===== src/rtl/quad_match_pkg.sv =====
// Shared types, default sizes and index-width helper for the quadrant matcher.
package quad_match_pkg;

  localparam int unsigned N_DEFAULT = 4;
  localparam int unsigned W_DEFAULT = 2;

  typedef enum logic [1:0] {
    S_IDLE,
    S_MATCH,
    S_DONE
  } state_e;

  // Width of one map index; at least one bit so the ports never collapse.
  function automatic int unsigned idx_width(input int unsigned n);
    return (n <= 1) ? 1 : $clog2(n);
  endfunction

endpackage


===== src/rtl/match_pick.sv =====
// Lowest-index free-and-equal search of one value against the target group.
module match_pick
  import quad_match_pkg::*;
#(
  parameter int unsigned N  = N_DEFAULT,
  parameter int unsigned W  = W_DEFAULT,
  parameter int unsigned IW = idx_width(N)
) (
  input  logic [W-1:0]   value_i,
  input  logic [N*W-1:0] b_i,
  input  logic [N-1:0]   used_i,
  output logic           found_o,
  output logic [IW-1:0]  idx_o
);

  // Priority encoder: the first hit in ascending order wins.
  always_comb begin
    found_o = 1'b0;
    idx_o   = '0;
    for (int j = 0; j < int'(N); j++) begin
      if (!found_o && !used_i[j] && (b_i[j*W +: W] == value_i)) begin
        found_o = 1'b1;
        idx_o   = IW'(j);
      end
    end
  end

endmodule


===== src/rtl/quad_match_seq.sv =====
// Sequential A-to-B matcher: one A element per cycle against a used mask over B,
// groups exchanged through valid/ready handshakes on both sides.
module quad_match_seq
  import quad_match_pkg::*;
#(
  parameter int unsigned N = N_DEFAULT,
  parameter int unsigned W = W_DEFAULT
) (
  input  logic                         clk,
  input  logic                         rst_n,
  input  logic                         in_valid,
  output logic                         in_ready,
  input  logic [N*W-1:0]               in_a,
  input  logic [N*W-1:0]               in_b,
  output logic                         out_valid,
  input  logic                         out_ready,
  output logic [N*idx_width(N)-1:0]    out_map,
  output logic [N-1:0]                 out_miss,
  output logic                         out_ok,
  output logic                         busy
);

  localparam int unsigned IW = idx_width(N);

  state_e            state_q, state_d;
  logic [IW-1:0]     k_q, k_d;
  logic [N-1:0]      used_q, used_d;
  logic [N*IW-1:0]   map_q, map_d;
  logic [N-1:0]      miss_q, miss_d;
  logic [N*W-1:0]    a_q, a_d;
  logic [N*W-1:0]    b_q, b_d;

  logic [W-1:0]      cur_a;
  logic              pick_found;
  logic [IW-1:0]     pick_idx;

  assign cur_a = a_q[k_q*W +: W];

  match_pick #(
    .N  (N),
    .W  (W),
    .IW (IW)
  ) u_pick (
    .value_i (cur_a),
    .b_i     (b_q),
    .used_i  (used_q),
    .found_o (pick_found),
    .idx_o   (pick_idx)
  );

  // State and datapath registers with synchronous active-low reset.
  always_ff @(posedge clk) begin
    if (!rst_n) begin
      state_q <= S_IDLE;
      k_q     <= '0;
      used_q  <= '0;
      map_q   <= '0;
      miss_q  <= '0;
      a_q     <= '0;
      b_q     <= '0;
    end else begin
      state_q <= state_d;
      k_q     <= k_d;
      used_q  <= used_d;
      map_q   <= map_d;
      miss_q  <= miss_d;
      a_q     <= a_d;
      b_q     <= b_d;
    end
  end

  // Next-state: latch on input handshake, one match step per cycle, hold in DONE.
  always_comb begin
    state_d = state_q;
    k_d     = k_q;
    used_d  = used_q;
    map_d   = map_q;
    miss_d  = miss_q;
    a_d     = a_q;
    b_d     = b_q;
    unique case (state_q)
      S_IDLE: begin
        if (in_valid) begin
          a_d     = in_a;
          b_d     = in_b;
          used_d  = '0;
          map_d   = '0;
          miss_d  = '0;
          k_d     = '0;
          state_d = S_MATCH;
        end
      end
      S_MATCH: begin
        if (pick_found) begin
          map_d[k_q*IW +: IW] = pick_idx;
          used_d[pick_idx]    = 1'b1;
          miss_d[k_q]         = 1'b0;
        end else begin
          // A miss leaves the used mask alone so later elements can still match.
          map_d[k_q*IW +: IW] = '0;
          miss_d[k_q]         = 1'b1;
        end
        if (k_q == IW'(N - 1)) begin
          state_d = S_DONE;
        end else begin
          k_d = k_q + IW'(1);
        end
      end
      S_DONE: begin
        if (out_ready) begin
          state_d = S_IDLE;
        end
      end
      default: state_d = S_IDLE;
    endcase
  end

  // Handshake flags decode straight from state; no DONE-to-IDLE bypass.
  always_comb begin
    in_ready  = (state_q == S_IDLE);
    out_valid = (state_q == S_DONE);
    busy      = (state_q != S_IDLE);
    out_map   = map_q;
    out_miss  = miss_q;
    out_ok    = ~|miss_q;
  end

endmodule


===== config.mk =====
export PLATFORM = sky130hd
export DESIGN_NAME = quad_match_seq
export DESIGN_NICKNAME = d
export VERILOG_FILES = /design/src/rtl/quad_match_pkg.sv /design/src/rtl/match_pick.sv /design/src/rtl/quad_match_seq.sv
export SDC_FILE = /design/constraint.sdc
export NUM_CORES = 1
export LEC_CHECK = 0
export CORE_MARGIN = 5
export CORE_UTILIZATION = 55
export DETAILED_ROUTE_END_ITERATION = 12
export HOLD_SLACK_MARGIN = 0.03
export PLACE_DENSITY = 0.84
export SYNTH_ARGS = -nofsm -noshare
export SYNTH_HDL_FRONTEND = slang
export SYNTH_SLANG_ARGS = --single-unit
export TNS_END_PERCENT = 10

===== constraint.sdc =====
create_clock -name clk -period 3 [get_ports clk]
set_input_delay 0.3 -clock clk [delete_from_list [all_inputs] [get_ports clk]]
set_output_delay 0.3 -clock clk [all_outputs]
set_load 0.1 [all_outputs]

-- Word level (Yosys, flattened, before mapping)
Index checks and enable logic that the tools add are counted.
- logic and storage cells: 87
- input bits: 20
- register bits after elaboration: 36
- output and inout port bits: 16
- equal/unequal tests: 12
- muxes and demuxes: 28
- bitwise operators: 4
- reduce and logical (&&, ||, !) cells: 26
- $add $sub $neg: 2
- shifts and indexed selects: 4
- order comparisons: 4
- operator list (kind ; number):
    negator 3 -> 34 bit ; 1
    variable shift 2 x 34 -> 8 bit (first input constant) ; 1
    variable part select 2 x 34 -> 8 bit ; 1
    variable part select 2 x 34 -> 8 bit (first input constant) ; 1
    bitwise mux 8 bit ; 2
    2-to-1 mux 8 bit ; 2
    case mux 4 bit (2 select lines) ; 2
    case mux 8 bit (2 select lines) ; 1
    2-to-1 mux 2 bit ; 7
    2-to-1 mux 4 bit ; 3
    logical AND 1 bit ; 9
    AND reduction 3 bit ; 3
    == test 2 bit ; 4
    zero test 1 bit ; 8
    != test 2 bit (second input constant) ; 4
    OR 4 bit ; 2
    variable part select 8 x 4 -> 2 bit ; 1
    2-to-1 mux 1 bit ; 7
    less-than comparator 2 x 3 -> 1 bit (second input constant) ; 2
    case mux 2 bit (3 select lines) ; 1
    bitwise AND 4 bit ; 1
    demux 1 bit (select 2 bit) ; 2
    == test 2 bit (second input constant) ; 2
    >= comparator 2 x 1 -> 1 bit (second input constant) ; 2
    9 further kinds ; 11

-- Logic depth before layout (Yosys ltp)
- depth after elaboration: 23
- mapped depth: 7
- depth with buffers taken out: 6

-- By module
A second synthesis with hierarchy kept.
- cells, all modules: 211
- area, all modules: 1770.4 sq um
- by module, submodules not included (module ; seq. area each (sq um) ; area each (sq um) ; instances ; cells each):
    quad_match_seq ; 720.7 ; 1649.1 ; 1 ; 192
    match_pick ; 0.0 ; 121.4 ; 1 ; 19

-- Worst setup path before layout
Ideal clock, no wire load.
- path kind: register to output
- start point: register miss_q[0], in the netlist out_miss[0]
- end point: output port out_ok
- arrival: 3.687 ns
- cell stages (with the launch flop): 2
- path buffers: 0
- data required time: 2.700 ns
- path slack: -0.987 ns
- cells stage by stage: dfxtp_1 > nor4_1
- word-level cells in the longest chain between the ends: 2
- RTL lines (item ; line ; source):
    start, declared ; quad_match_seq.sv:29 ; logic [N-1:0] miss_q, miss_d;
    start signal, assigned ; quad_match_seq.sv:66 ; miss_q <= miss_d;
    OR reduction 4 bit ; quad_match_seq.sv:125 ; out_ok = ~|miss_q;
    zero test 1 bit ; quad_match_seq.sv:125 ;
    end, declared ; quad_match_seq.sv:19 ; output logic out_ok,
Every way passes these cells.

-- Final worst setup path
- start point: register k_q[0]
- end point: register map_q[6], in the netlist out_map[6]
- word-level cells in the longest chain between the ends: 20
- elaborated cells between the ends (all ways): 30
- classes of those cells: add/sub (1); eq/ne (4); shift (4); mux (11); reduce/logical (10)
- RTL lines (item ; line ; source):
    start, declared ; quad_match_seq.sv:26 ; logic [IW-1:0] k_q, k_d;
    start signal, assigned ; quad_match_seq.sv:63 ; k_q <= k_d;
    variable part select 8 x 4 -> 2 bit ; quad_match_seq.sv:37 ; assign cur_a = a_q[k_q*W +: W];
    == test 2 bit ; match_pick.sv:21 ; if (!found_o && !used_i[j] && (b_i[j*W +: W] == value_i)) begin
    logical AND 1 bit ; match_pick.sv:21 ;
    2-to-1 mux 1 bit ; match_pick.sv:21 ;
    zero test 1 bit ; match_pick.sv:21 ;
    logical AND 1 bit (2 in series) ; match_pick.sv:21 ;
    2-to-1 mux 1 bit ; match_pick.sv:21 ;
    zero test 1 bit ; match_pick.sv:21 ;
    logical AND 1 bit (2 in series) ; match_pick.sv:21 ;
    2-to-1 mux 1 bit ; match_pick.sv:21 ;
    zero test 1 bit ; match_pick.sv:21 ;
    logical AND 1 bit (2 in series) ; match_pick.sv:21 ;
    2-to-1 mux 2 bit ; match_pick.sv:21 ;
    variable part select 2 x 34 -> 8 bit ; quad_match_seq.sv:95 ; map_d[k_q*IW +: IW] = pick_idx;
    bitwise mux 8 bit ; quad_match_seq.sv:95 ;
    2-to-1 mux 8 bit (*) ; quad_match_seq.sv:94 ; if (pick_found) begin
    case mux 8 bit (2 select lines) (*) ; quad_match_seq.sv:81 ; unique case (state_q)
    end signal, assigned ; quad_match_seq.sv:65 ; map_q <= map_d;
    end, declared ; quad_match_seq.sv:28 ; logic [N*IW-1:0] map_q, map_d;
Mark *: on every way between the ends. The rest lies on a longest branch, timed or not.
A chain may end at the register's enable or synchronous reset.

==> results.toml <==
[synth]
yosys_register_bits = 36
synth-seq-area-share = 0.391
asyncSetResetFlopFracSynth = 0
count_of_different_cell_masters_after_synthesis = 43
synthesis.area_mm2 = 0.00184
synthCells = 206
synthesis.area_per_instance_um2 = 8.94
synth_warnings = 0
synthesis.nets = 232
yosys_most_used_dff = "sky130_fd_sc_hd__dfxtp_1"
synth-edff-count = 0

[floorplan]
starting_density_of_the_core = 0.561
coreArea_mm2 = 0.00328
die_w_um = 67.9
io_pins = 36
std_cell_rows = 21
die-area_mm2 = 0.00461
die-height_um = 67.9

[critical_path]
setup.worst_path.class = "flip-flop to flip-flop"
rr_worst_depth = 5
max_stage_delay_ns = 0.69
critical_path.endpoint_type = "flip-flop"
worst-endpoint-arrival_ns = 2.69
cp_slowest_cell = "sky130_fd_sc_hd__mux4_1"
r2r-start = "k_q[0]$_SDFFE_PN0P_"
cp_num_cells = 5
cp_cell_sequence = "mux4_1 > xnor2_1 > nand3b_1 > a21boi_0 > o21ai_0"
launching_element_of_the_worst_setup_path = "k_q[0]$_SDFFE_PN0P_"
path_max_fanout = 17
timing.critical_path.max_delay_family = "multiplexers"
worstPathRequired_ns = 3.22
worstSetupStartpointType = "flip-flop"
cp_num_buf_inv = 0

[grt]
total_grt_usage = 0.192
grt_pass1_vias = 1465
overflow = 0
grt_first_pass_wirelength_mm = 6.52
antenna_found_initial = 0
grt_max_degree = 20

[clock_network]
worst_setup_hold_path_clk_slew_ns = 0.10
post_cts_setup_buffers = 0
cts_tree = "built"
clock-sinks = 36
clk_latency_ns = 0.34
cts.hold.buffers_added = 0
number_of_gates_resized_after_cts = 0
clockRootBuffer = "sky130_fd_sc_hd__clkbuf_4"
cts_inserted_buffers = 5
count_of_h_tree_levels_built_during_cts = 2
ctsLongestPathBuffers = 2

[placement]
placedCellCount = 276
post-dp-hpwl_mm = 2.87
place.port_buffers = 35
gpl.final_weighted_congestion = 0.838

[routing]
drt-wirelength-per-cell_um = 13.3
drc = 0
antenna_violating_nets_post_route = 0
detail_route.vias_per_cell = 5.44
num_vias = 1544
first_iter_violations = 117
detail_route.first_pass.iterations = 4
detailed_route_wire_length_mm = 3.78

[sta]
period_needed_ns = 2.47
timing.final.max_slew_violations = 0
fmax_ghz = 0.404
rsz0062_at_grt = "false"
maxSlewHeadroom = 0.348
fin_hold_ws_ns = 0.468
final.setup_skew_ns = 0.00660
setup-tns-final_ns = 0
final_min_period_over_clock_period = 0.824
hold_viol = 0
finalSetupViolCount = 0
tightest_slew_ns = 0.975

[power]
leakage_power_total_nw = 0.832
power.ir.vdd_worst_mv = 0.302
power.density_mw_per_mm2 = 456

[finish]
layout.area.seq_um2 = 721
n_fill_cell = 271
finalNonFillerCells = 284
antenna_cells_inserted = 0
final_layout_size_suffix_gt1_frac = 0.147
multi_input_area_mm2 = 0.00107
mostFrequentLayoutCell = "sky130_fd_sc_hd__nand2_1"
design.final.nets = 263
layout_common_cells = "sky130_fd_sc_hd__nand2_1 (40), sky130_fd_sc_hd__dfxtp_1 (36), sky130_fd_sc_hd__clkdlybuf4s50_1 (20), sky130_fd_sc_hd__a21boi_0 (17), sky130_fd_sc_hd__buf_4 (16)"
layout-area-overhead-vs-synth_pct = 21.4

[min_path]
min-delay-start = "a_q[6]$_SDFFE_PN0P_"
timing.hold.worst_path_depth = 2
worstHoldPathType = "flip-flop to flip-flop"

[status]
outcome = "complete, no violations"

[job]
drv_cap = 0
## state kept, by name, summed over array words and instances (netlist names)
signal / count
a_q: 8
b_q: 8
k_q: 2
out_map: 8
out_miss: 4
state_q: 2
used_q: 4
## cells by family after synthesis
logic type | share of synthesized area
AOI/OAI and AO/OA | 0.180
xor gates and xnor gates | 0.0285
adders and majority gates | 0.0408
buffers and inverters | 0.0326
DFF | 0.391
muxes | 0.0611
and+or+nand+nor | 0.266
## report_power, final
part | internal (mW) | leakage (nW) | switching (mW) | total [mW]
logic | 0.0931 | 0.507 | 0.139 | 0.232
registers | 0.498 | 0.293 | 0.0218 | 0.519
clock network | 0.116 | 0.0326 | 0.153 | 0.268
total | 0.706 | 0.832 | 0.314 | 1.02
## per-stage QoR
stage	worst slack [ns]	power [mW]	instance area [um2]	util
global placement	0.672	0.757	2180	0.663
floorplan	0.174	0.699	1850	-
CTS	0.545	1.02	2240	0.681
finish	0.528	1.02	2240	0.681
detailed placement	0.615	0.762	2180	0.663
global route	0.192	1.07	2240	0.681
## synthesized netlist by cell type (2+ instances only)
cell                        number  area, um2
sky130_fd_sc_hd__nor2_1          4       15.0
sky130_fd_sc_hd__nand3b_1        3       22.5
sky130_fd_sc_hd__nand2b_1        3       18.8
sky130_fd_sc_hd__nor4b_1         2       17.5
sky130_fd_sc_hd__and2_1          3       18.8
sky130_fd_sc_hd__clkbuf_1        9       33.8
sky130_fd_sc_hd__buf_1           2       7.51
sky130_fd_sc_hd__nor4_1          3       18.8
sky130_fd_sc_hd__nand2_1        40        150
sky130_fd_sc_hd__o21ai_0         9       45.0
sky130_fd_sc_hd__xnor2_1         4       35.0
sky130_fd_sc_hd__ha_1            6       75.1
sky130_fd_sc_hd__nor2b_1         7       43.8
sky130_fd_sc_hd__inv_1           3       11.3
sky130_fd_sc_hd__dfxtp_1        36        721
sky130_fd_sc_hd__nor3_1          2       10.0
sky130_fd_sc_hd__xor2_1          2       17.5
sky130_fd_sc_hd__mux2i_1         3       30.0
sky130_fd_sc_hd__a21oi_1         3       15.0
sky130_fd_sc_hd__o2bb2ai_1       4       35.0
sky130_fd_sc_hd__nand3_1        13       65.1
sky130_fd_sc_hd__nand4_1         2       12.5
sky130_fd_sc_hd__a21boi_0       17        128
sky130_fd_sc_hd__or3b_2          3       26.3
sky130_fd_sc_hd__nor3b_1         3       22.5
sky130_fd_sc_hd__o21a_1          3       22.5
## final cells by class
cell class,instances,share of cell area
timing repair buffer,36,0.143
multi-input combinational,155,0.477
inverter,3,0.00504
sequential,36,0.322
tap,46,0.0257
clock buffer,8,0.0263
## metal layers
layer	GRT usage	wire length, um	vias up
li1	-	-	785
met4	0.0794	87	0
met2	0.309	1740	35
met1	0.237	1750	712
met5	0	0	-
met3	0.0608	205	12
## worst register-to-register path, stage by stage (launching register included)
cell and delay (ns):
sky130_fd_sc_hd__dfxtp_1 0.68, sky130_fd_sc_hd__mux4_1 0.69, sky130_fd_sc_hd__xnor2_1 0.23, sky130_fd_sc_hd__nand3b_1 0.16
sky130_fd_sc_hd__a21boi_0 0.41, sky130_fd_sc_hd__o21ai_0 0.18
## path summary, 6_finish.rpt
kind,slack [ns],to
setup / recovery,0.53,out_map[6]$_SDFFE_PN0P_
hold / removal,0.47,a_q[6]$_SDFFE_PN0P_
setup reg to reg,0.53,out_map[6]$_SDFFE_PN0P_
hold reg to reg,0.47,a_q[6]$_SDFFE_PN0P_
(Power assumes the default switching activity.)
